[config.mk]
export PLATFORM = sky130hd
export DESIGN_NAME = lampfpu_rnd_pack_flat
export DESIGN_NICKNAME = d
export VERILOG_FILES = /design/src/rtl/lampfpu_rnd_pack_pkg.sv /design/src/rtl/lampfpu_rnd_pack_if.sv /design/src/rtl/lampfpu_rnd_pack_sync_fifo.sv /design/src/rtl/lampfpu_rnd_pack.sv /design/src/flat_wrapper.sv
export SDC_FILE = /design/constraint.sdc
export NUM_CORES = 1
export LEC_CHECK = 0
export BUFFER_PORTS_ARGS = -buffer_cell sky130_fd_sc_hd__buf_2
export CORE_ASPECT_RATIO = 2
export CORE_MARGIN = 2
export CORE_UTILIZATION = 35
export DETAILED_ROUTE_END_ITERATION = 10
export PLACE_DENSITY_LB_ADDON = 0.3
export SYNTH_ARGS = -nofsm -noshare
export SYNTH_HDL_FRONTEND = slang
export SYNTH_SLANG_ARGS = --single-unit
[constraint.sdc]
create_clock -name clk -period 3.47 [get_ports clk]
set_input_delay 0.347 -clock clk [delete_from_list [all_inputs] [get_ports clk]]
set_output_delay 0.347 -clock clk [all_outputs]
set_load 0.05 [all_outputs]
[src/rtl/lampfpu_rnd_pack_pkg.sv]
// lampFPU_pkg: shared rounding-mode enum, flag indices, special-value constants
// and the combinational bfloat16 round-and-pack function.
`default_nettype none

package lampFPU_pkg;

  typedef enum logic [1:0] {
    RNE = 2'd0,
    RTZ = 2'd1,
    RDN = 2'd2,
    RUP = 2'd3
  } rndMode_t;

  localparam int FLAG_NX = 0;
  localparam int FLAG_UF = 1;
  localparam int FLAG_OF = 2;

  localparam logic [7:0] EXP_MAX_FIN  = 8'hFE;
  localparam logic [6:0] FRAC_MAX_FIN = 7'h7F;
  localparam logic [7:0] EXP_INF      = 8'hFF;
  localparam logic [6:0] FRAC_INF     = 7'h00;

  typedef struct packed {
    logic [15:0] result;
    logic [2:0]  flags;
  } rndPack_t;

  // f = {0, hidden, frac[6:0], G, R, S}
  function automatic rndPack_t FUNC_rndPack(
    input logic       s,
    input logic [7:0] e,
    input logic [11:0] f,
    input rndMode_t   mode,
    input logic       isOvf,
    input logic       isUnf
  );
    rndPack_t   res;
    logic       lsb, x, inc, ovf, nx, toInf;
    logic [8:0] sum;
    logic [8:0] expR;
    logic [6:0] fracR;

    lsb = f[3];
    x   = f[2] | f[1] | f[0];
    case (mode)
      RNE:     inc = f[2] & (f[1] | f[0] | lsb);
      RTZ:     inc = 1'b0;
      RDN:     inc = s & x;
      default: inc = ~s & x;
    endcase

    sum = {1'b0, f[10:3]} + {8'd0, inc};
    if (sum[8]) begin
      expR  = {1'b0, e} + 9'd1;
      fracR = 7'd0;
    end else if ((e == 8'd0) && sum[7]) begin
      expR  = 9'd1;
      fracR = sum[6:0];
    end else begin
      expR  = {1'b0, e};
      fracR = sum[6:0];
    end

    ovf   = isOvf | (expR >= 9'h0FF);
    nx    = x | ovf;
    toInf = (mode == RNE) | ((mode == RUP) & ~s) | ((mode == RDN) & s);

    if (ovf)
      res.result = toInf ? {s, EXP_INF, FRAC_INF} : {s, EXP_MAX_FIN, FRAC_MAX_FIN};
    else
      res.result = {s, expR[7:0], fracR};

    res.flags          = 3'b000;
    res.flags[FLAG_OF] = ovf;
    res.flags[FLAG_NX] = nx;
    res.flags[FLAG_UF] = isUnf | ((expR == 9'd0) & nx);
    return res;
  endfunction

endpackage

`default_nettype wire

[src/rtl/lampfpu_rnd_pack_if.sv]
// Upstream/downstream handshake bundle of the round-and-pack stage.
`default_nettype none

interface lampfpu_rnd_pack_if;
  logic        valid_i;
  logic        ready_o;
  logic        s_i;
  logic [7:0]  e_i;
  logic [11:0] f_i;
  logic        isToRound_i;
  logic        isOverflow_i;
  logic        isUnderflow_i;
  logic [1:0]  rndMode_i;
  logic        clrFlags_i;
  logic        valid_o;
  logic        ready_i;
  logic [15:0] result_o;
  logic [2:0]  fflags_o;

  modport slave (
    input  valid_i, s_i, e_i, f_i, isToRound_i, isOverflow_i, isUnderflow_i,
           rndMode_i, clrFlags_i, ready_i,
    output ready_o, valid_o, result_o, fflags_o
  );

  modport master (
    output valid_i, s_i, e_i, f_i, isToRound_i, isOverflow_i, isUnderflow_i,
           rndMode_i, clrFlags_i, ready_i,
    input  ready_o, valid_o, result_o, fflags_o
  );
endinterface

`default_nettype wire

[src/rtl/lampfpu_rnd_pack_sync_fifo.sv]
// lampfpu_sync_fifo: valid/ready FIFO; output forced to zero while empty.
`default_nettype none

module lampfpu_sync_fifo #(
  parameter int WIDTH = 16,
  parameter int DEPTH = 2
) (
  input  wire logic             clk,
  input  wire logic             rst,
  input  wire logic             push_i,
  input  wire logic [WIDTH-1:0] data_i,
  output logic                  ready_o,
  output logic                  valid_o,
  input  wire logic             pop_i,
  output logic [WIDTH-1:0]      data_o
);
  localparam int AW = $clog2(DEPTH);
  localparam int CW = AW + 1;

  logic [WIDTH-1:0] mem_q [DEPTH];
  logic [AW-1:0]    wrPtr_q, rdPtr_q;
  logic [CW-1:0]    count_q, count_d;
  logic             doPush, doPop;

  assign ready_o = (count_q < CW'(DEPTH));
  assign valid_o = (count_q != '0);
  assign doPush  = push_i & ready_o;
  assign doPop   = pop_i & valid_o;
  assign data_o  = valid_o ? mem_q[rdPtr_q] : '0;

  always_comb begin
    count_d = count_q;
    case ({doPush, doPop})
      2'b10:   count_d = count_q + CW'(1);
      2'b01:   count_d = count_q - CW'(1);
      default: count_d = count_q;
    endcase
  end

  // Storage needs no reset: entries are only observable when counted.
  always_ff @(posedge clk) begin
    if (doPush)
      mem_q[wrPtr_q] <= data_i;
  end

  always_ff @(posedge clk) begin
    if (rst) begin
      count_q <= '0;
      wrPtr_q <= '0;
      rdPtr_q <= '0;
    end else begin
      count_q <= count_d;
      if (doPush)
        wrPtr_q <= wrPtr_q + AW'(1);
      if (doPop)
        rdPtr_q <= rdPtr_q + AW'(1);
    end
  end
endmodule

`default_nettype wire

[src/rtl/lampfpu_rnd_pack.sv]
// lampfpu_rnd_pack: rounds/packs an unrounded bfloat16 result and buffers it,
// accumulating sticky {OF, UF, NX} flags at push time.
`default_nettype none

module lampfpu_rnd_pack
  import lampFPU_pkg::*;
#(
  parameter int DEPTH = 2
) (
  input  wire logic         clk,
  input  wire logic         rst,
  lampfpu_rnd_pack_if.slave io
);
  rndPack_t    rp;
  logic        push;
  logic [15:0] wdata;
  logic [2:0]  pushFlags;
  logic [2:0]  fflags_q, fflags_d;
  logic        unused_fTop;

  assign unused_fTop = io.f_i[11];

  assign rp = FUNC_rndPack(io.s_i, io.e_i, io.f_i, rndMode_t'(io.rndMode_i),
                           io.isOverflow_i, io.isUnderflow_i);

  assign push      = io.valid_i & io.ready_o;
  assign wdata     = io.isToRound_i ? rp.result : {io.s_i, io.e_i, io.f_i[9:3]};
  assign pushFlags = (push & io.isToRound_i) ? rp.flags : 3'b000;

  // Clear happens before the OR so flags of a same-cycle push survive.
  always_comb begin
    fflags_d = io.clrFlags_i ? 3'b000 : fflags_q;
    fflags_d = fflags_d | pushFlags;
  end

  always_ff @(posedge clk) begin
    if (rst)
      fflags_q <= 3'b000;
    else
      fflags_q <= fflags_d;
  end

  assign io.fflags_o = fflags_q;

  lampfpu_sync_fifo #(
    .WIDTH (16),
    .DEPTH (DEPTH)
  ) u_fifo (
    .clk     (clk),
    .rst     (rst),
    .push_i  (io.valid_i),
    .data_i  (wdata),
    .ready_o (io.ready_o),
    .valid_o (io.valid_o),
    .pop_i   (io.ready_i),
    .data_o  (io.result_o)
  );
endmodule

`default_nettype wire

[src/flat_wrapper.sv]
// flat-port wrapper written by rule: the top's interface ports become plain ports
module lampfpu_rnd_pack_flat import lampFPU_pkg::*;
#(
  parameter int DEPTH = 2
)
  (clk, rst, io_valid_i, io_s_i, io_e_i, io_f_i, io_isToRound_i, io_isOverflow_i, io_isUnderflow_i, io_rndMode_i, io_clrFlags_i, io_ready_i, io_ready_o, io_valid_o, io_result_o, io_fflags_o);
  lampfpu_rnd_pack_if io_i ();
  input  wire logic clk;
  input  wire logic rst;
  input wire logic [$bits(io_i.valid_i)-1:0] io_valid_i;
  input wire logic [$bits(io_i.s_i)-1:0] io_s_i;
  input wire logic [$bits(io_i.e_i)-1:0] io_e_i;
  input wire logic [$bits(io_i.f_i)-1:0] io_f_i;
  input wire logic [$bits(io_i.isToRound_i)-1:0] io_isToRound_i;
  input wire logic [$bits(io_i.isOverflow_i)-1:0] io_isOverflow_i;
  input wire logic [$bits(io_i.isUnderflow_i)-1:0] io_isUnderflow_i;
  input wire logic [$bits(io_i.rndMode_i)-1:0] io_rndMode_i;
  input wire logic [$bits(io_i.clrFlags_i)-1:0] io_clrFlags_i;
  input wire logic [$bits(io_i.ready_i)-1:0] io_ready_i;
  output wire logic [$bits(io_i.ready_o)-1:0] io_ready_o;
  output wire logic [$bits(io_i.valid_o)-1:0] io_valid_o;
  output wire logic [$bits(io_i.result_o)-1:0] io_result_o;
  output wire logic [$bits(io_i.fflags_o)-1:0] io_fflags_o;
  assign io_i.valid_i = io_valid_i;
  assign io_i.s_i = io_s_i;
  assign io_i.e_i = io_e_i;
  assign io_i.f_i = io_f_i;
  assign io_i.isToRound_i = io_isToRound_i;
  assign io_i.isOverflow_i = io_isOverflow_i;
  assign io_i.isUnderflow_i = io_isUnderflow_i;
  assign io_i.rndMode_i = io_rndMode_i;
  assign io_i.clrFlags_i = io_clrFlags_i;
  assign io_i.ready_i = io_ready_i;
  assign io_ready_o = io_i.ready_o;
  assign io_valid_o = io_i.valid_o;
  assign io_result_o = io_i.result_o;
  assign io_fflags_o = io_i.fflags_o;
  lampfpu_rnd_pack #(.DEPTH(DEPTH)) u_core (.clk(clk), .rst(rst), .io(io_i));
endmodule
==> qor.yml <==
run_status: "finished, final reports clean"
final_layout_size_suffix_gt1_share_pct: 23.9
cts_buffer_depth: 2
grt_setup_unrepaired: "no"
synth_area_sq_um: 2470
pwr_density_cell_nw_per_um2: 738
cts_htree_levels: 2
fraction_of_synthesized_cell_area_in_xor_and_xnor_cells_pct: 2.84
synth.net_count: 287
synth_top_family_by_area: "simple AND/OR/NAND/NOR gates"
io_pins: 52
finalWeightedCongestion: 0.935
ctsResizeCount: 0
reg2reg_slack_ns: 1.13
clk-insertion-delay-late_ns: 0.28
syn_area_per_cell_sq_um: 9.86
dieWidth_um: 63.4
timing.critical_path.to_type: "register"
post_synth_and_or_nand_nor_area_fraction_pct: 21.2
cts_tree: "yes"
post_drt_wl_per_cell_um: 14.0
synth-edff-count: 32
pin_count_of_the_biggest_net_entering_global_routing: 29
critical_path.reg2reg.endpoint: "u_core.u_fifo.count_q[1]$_SDFFE_PP0P_"
synth.yosys.seq_area_share_pct: 45.5
cts_post_setup_buffers_inserted: 0
final_nets: 329
final_core_utilization_pct: 43.2
worstRegToRegCells: 5
ir_drop_mv: 0.250
synth_compound_gate_area_share_pct: 14.6
worst_r2r_startpoint: "u_core.u_fifo.count_q[1]$_SDFFE_PP0P_"
min_period_over_period_pct: 87.1
postCtsHoldBufs: 0
fin_setup_tns_ns: 0
worst_slew_margin_rel_pct: 25.3
synth_fa_ha_area_share_pct: 3.04
antenna_found_initial: 0
synth_ff_type: "edfxtp_1"
setup_violations: 0
tightest_slew_ns: 1.12
fp.dieArea_sq_um: 7770
async_flop_share_pct: 0
grtUsageTotal_pct: 15.0
drtIter0Drc: 60
cap_violations: 0
clk_pin_slew_worst_paths_ns: 0.06
worstSetupPathType: "primary input to register"
n_antenna_cell: 0
drt-vias-per-instance: 5.13
dpl_cell_area_sq_um: 2760
crit_path_end: "u_core.u_fifo.mem_q[0][1]$_DFFE_PP_"
startpoint: "io_rndMode_i[1]"
grt_pass1_wl_um: 8850
yosysWarnings: 0
synth_mux_area_share_pct: 7.71
static-leakage-power_nw: 1.16
numPortBuffers: 50
num_vias: 1965
floorplan.initialDensity_pct: 35.8
design_area_sq_um: 2980
detail-route-antenna-nets: 0
dp_hpwl_um: 4290
report.final.hold_viol_count: 0
yosys.cell_types.count: 53
tritoncts.num_buffers: 5
maxSlewViolCount: 0
critPathMaxFanout: 16
arrival_ns: 3.05
floorplan.die.height_um: 123
syn_to_final_growth_pct: 20.8
std_cell_rows: 43
via_count_of_the_first_global_routing_pass: 1929
cts_num_sinks: 40
clk_root_buffer_cell: "clkbuf_16"
fmax_mhz: 331
drt-pass1-iter-count: 4
post-route-min-period_ns: 3.02
core_area_sq_um: 6890
remaining_drc_errors: 0
globalRouteOverflowTotal: 0
cp_data_required_time_ns: 3.49
wirelength_um: 5360
hp-class: "primary input to register"
finalClockSkew_ns: 0.00646
timing.critical_path.from_type: "primary input"
netlist_instances: 250
ys_seq_elements: 40
hold_crit_start: "io_s_i"
==> critical path, stage by stage <==
cell and delay, ns:
buf_2 0.12, nor2b_1 0.13, ha_1 0.27, nor2_1 0.04, nand2_1 0.07, nand2_1 0.05
ha_1 0.24, ha_1 0.21, and3_1 0.25, and2_4 0.21, a41o_2 0.34, a31oi_4 0.31
nor2b_1 0.15, a311o_1 0.31
==> sequential cells by signal (all words and copies together), names as in the netlist, named ones only <==
register	flops
u_core.io.fflags_o	3
u_core.u_fifo.count_q	2
u_core.u_fifo.mem_q	32
u_core.u_fifo.rdPtr_q	1
u_core.u_fifo.wrPtr_q	1
==> logic make-up (layout without fill, tap and decap cells) <==
logic type                 after synthesis  count (layout)
and+or+nand+nor                        103             103
AOI/OAI and AO/OA                       46              46
DFF                                     40              40
buffers and inverters                   28              71
muxes                                   19              19
xor gates and xnor gates                 8               8
adders and majority gates                6               6
==> cells in the final DEF (no fill, tap or decap), types with 7 or more instances in the layout <==
cell type	netlist	final
nor2b_1	8	8
buf_2	5	50
edfxtp_1	32	32
nand3_1	8	8
nand2_1	15	15
dfxtp_1	8	8
nor2_1	36	36
inv_1	10	10
mux2i_1	19	19
nand4_1	7	7
==> how the worst min path moves through the flow <==
stage	endpoint	slack, ns	depth (start not counted)
after floorplan	u_core.u_fifo.mem_q[0][15]$_DFFE_PP_	0.45	0
final	u_core.u_fifo.mem_q[1][15]$_DFFE_PP_	0.29	1
after CTS	u_core.u_fifo.mem_q[1][15]$_DFFE_PP_	0.28	1
after detailed placement	u_core.io.fflags_o[0]$_SDFF_PP0_	0.46	2
after global routing	u_core.u_fifo.mem_q[1][15]$_DFFE_PP_	0.28	1
after global placement	u_core.io.fflags_o[0]$_SDFF_PP0_	0.46	2
==> metal layers <==
metal,GRT usage (%),share of wire [%]
met1,13.9,36
met2,27.9,55
met3,2.57,2.8
met4,12.1,5.6
met5,0,0
==> through the flow <==
stage / hold slack [ns] / total power, W / setup WS (ns) / instances
floorplan: 0.446 / 0.00136 / 0.497 / 250
global placement: 0.457 / 0.00156 / 0.182 / 375
detailed placement: 0.460 / 0.00157 / 0.145 / 375
CTS: 0.276 / 0.00223 / 0.438 / 383
global route: 0.276 / 0.00232 / 0.239 / 383
finish: 0.286 / 0.00220 / 0.446 / 383
==> where the power goes <==
group	internal, W	leakage [nW]	switching, W
clock network	0.000484	0.104	0.000172
logic	0.000232	0.694	0.000618
registers	0.000629	0.362	0.0000637
==> cells in the mapped netlist (all sizes together), types with 2 or more instances <==
| cell type | number | share of area, % |
|---|---|---|
| a21boi | 2 | 0.61 |
| a21oi | 5 | 1.0 |
| a311o | 2 | 0.81 |
| a31oi | 6 | 2.1 |
| and2 | 7 | 1.9 |
| and3 | 3 | 0.76 |
| buf | 7 | 1.9 |
| clkbuf | 11 | 1.7 |
| dfxtp | 8 | 6.5 |
| edfxtp | 32 | 39 |
| ha | 6 | 3.0 |
| inv | 10 | 1.5 |
| mux2i | 19 | 7.7 |
| nand2 | 15 | 2.3 |
| nand2b | 3 | 0.76 |
| nand3 | 8 | 1.6 |
| nand4 | 7 | 1.8 |
| nor2 | 36 | 5.5 |
| nor2b | 8 | 2.0 |
| nor3b | 2 | 0.61 |
| nor4b | 2 | 0.71 |
| o2111ai | 2 | 0.71 |
| o211ai | 4 | 1.2 |
| o21a | 3 | 0.91 |
| o21ai | 7 | 1.6 |
| o311ai | 2 | 0.71 |
| or2 | 3 | 0.76 |
| or3 | 4 | 1.0 |
| xnor2 | 6 | 2.1 |
| xor2 | 2 | 0.71 |
==> final cells by class <==
class	count	area (sq um)
Clock buffer	5	125
Clock inverter	3	90.1
Fill cell	720	3910
Inverter	10	37.5
Multi-Input combinational cell	182	1220
Sequential cell	40	1120
Tap cell	90	113
Timing Repair Buffer	53	273
No activity file was read; power rests on OpenSTA's default activity.
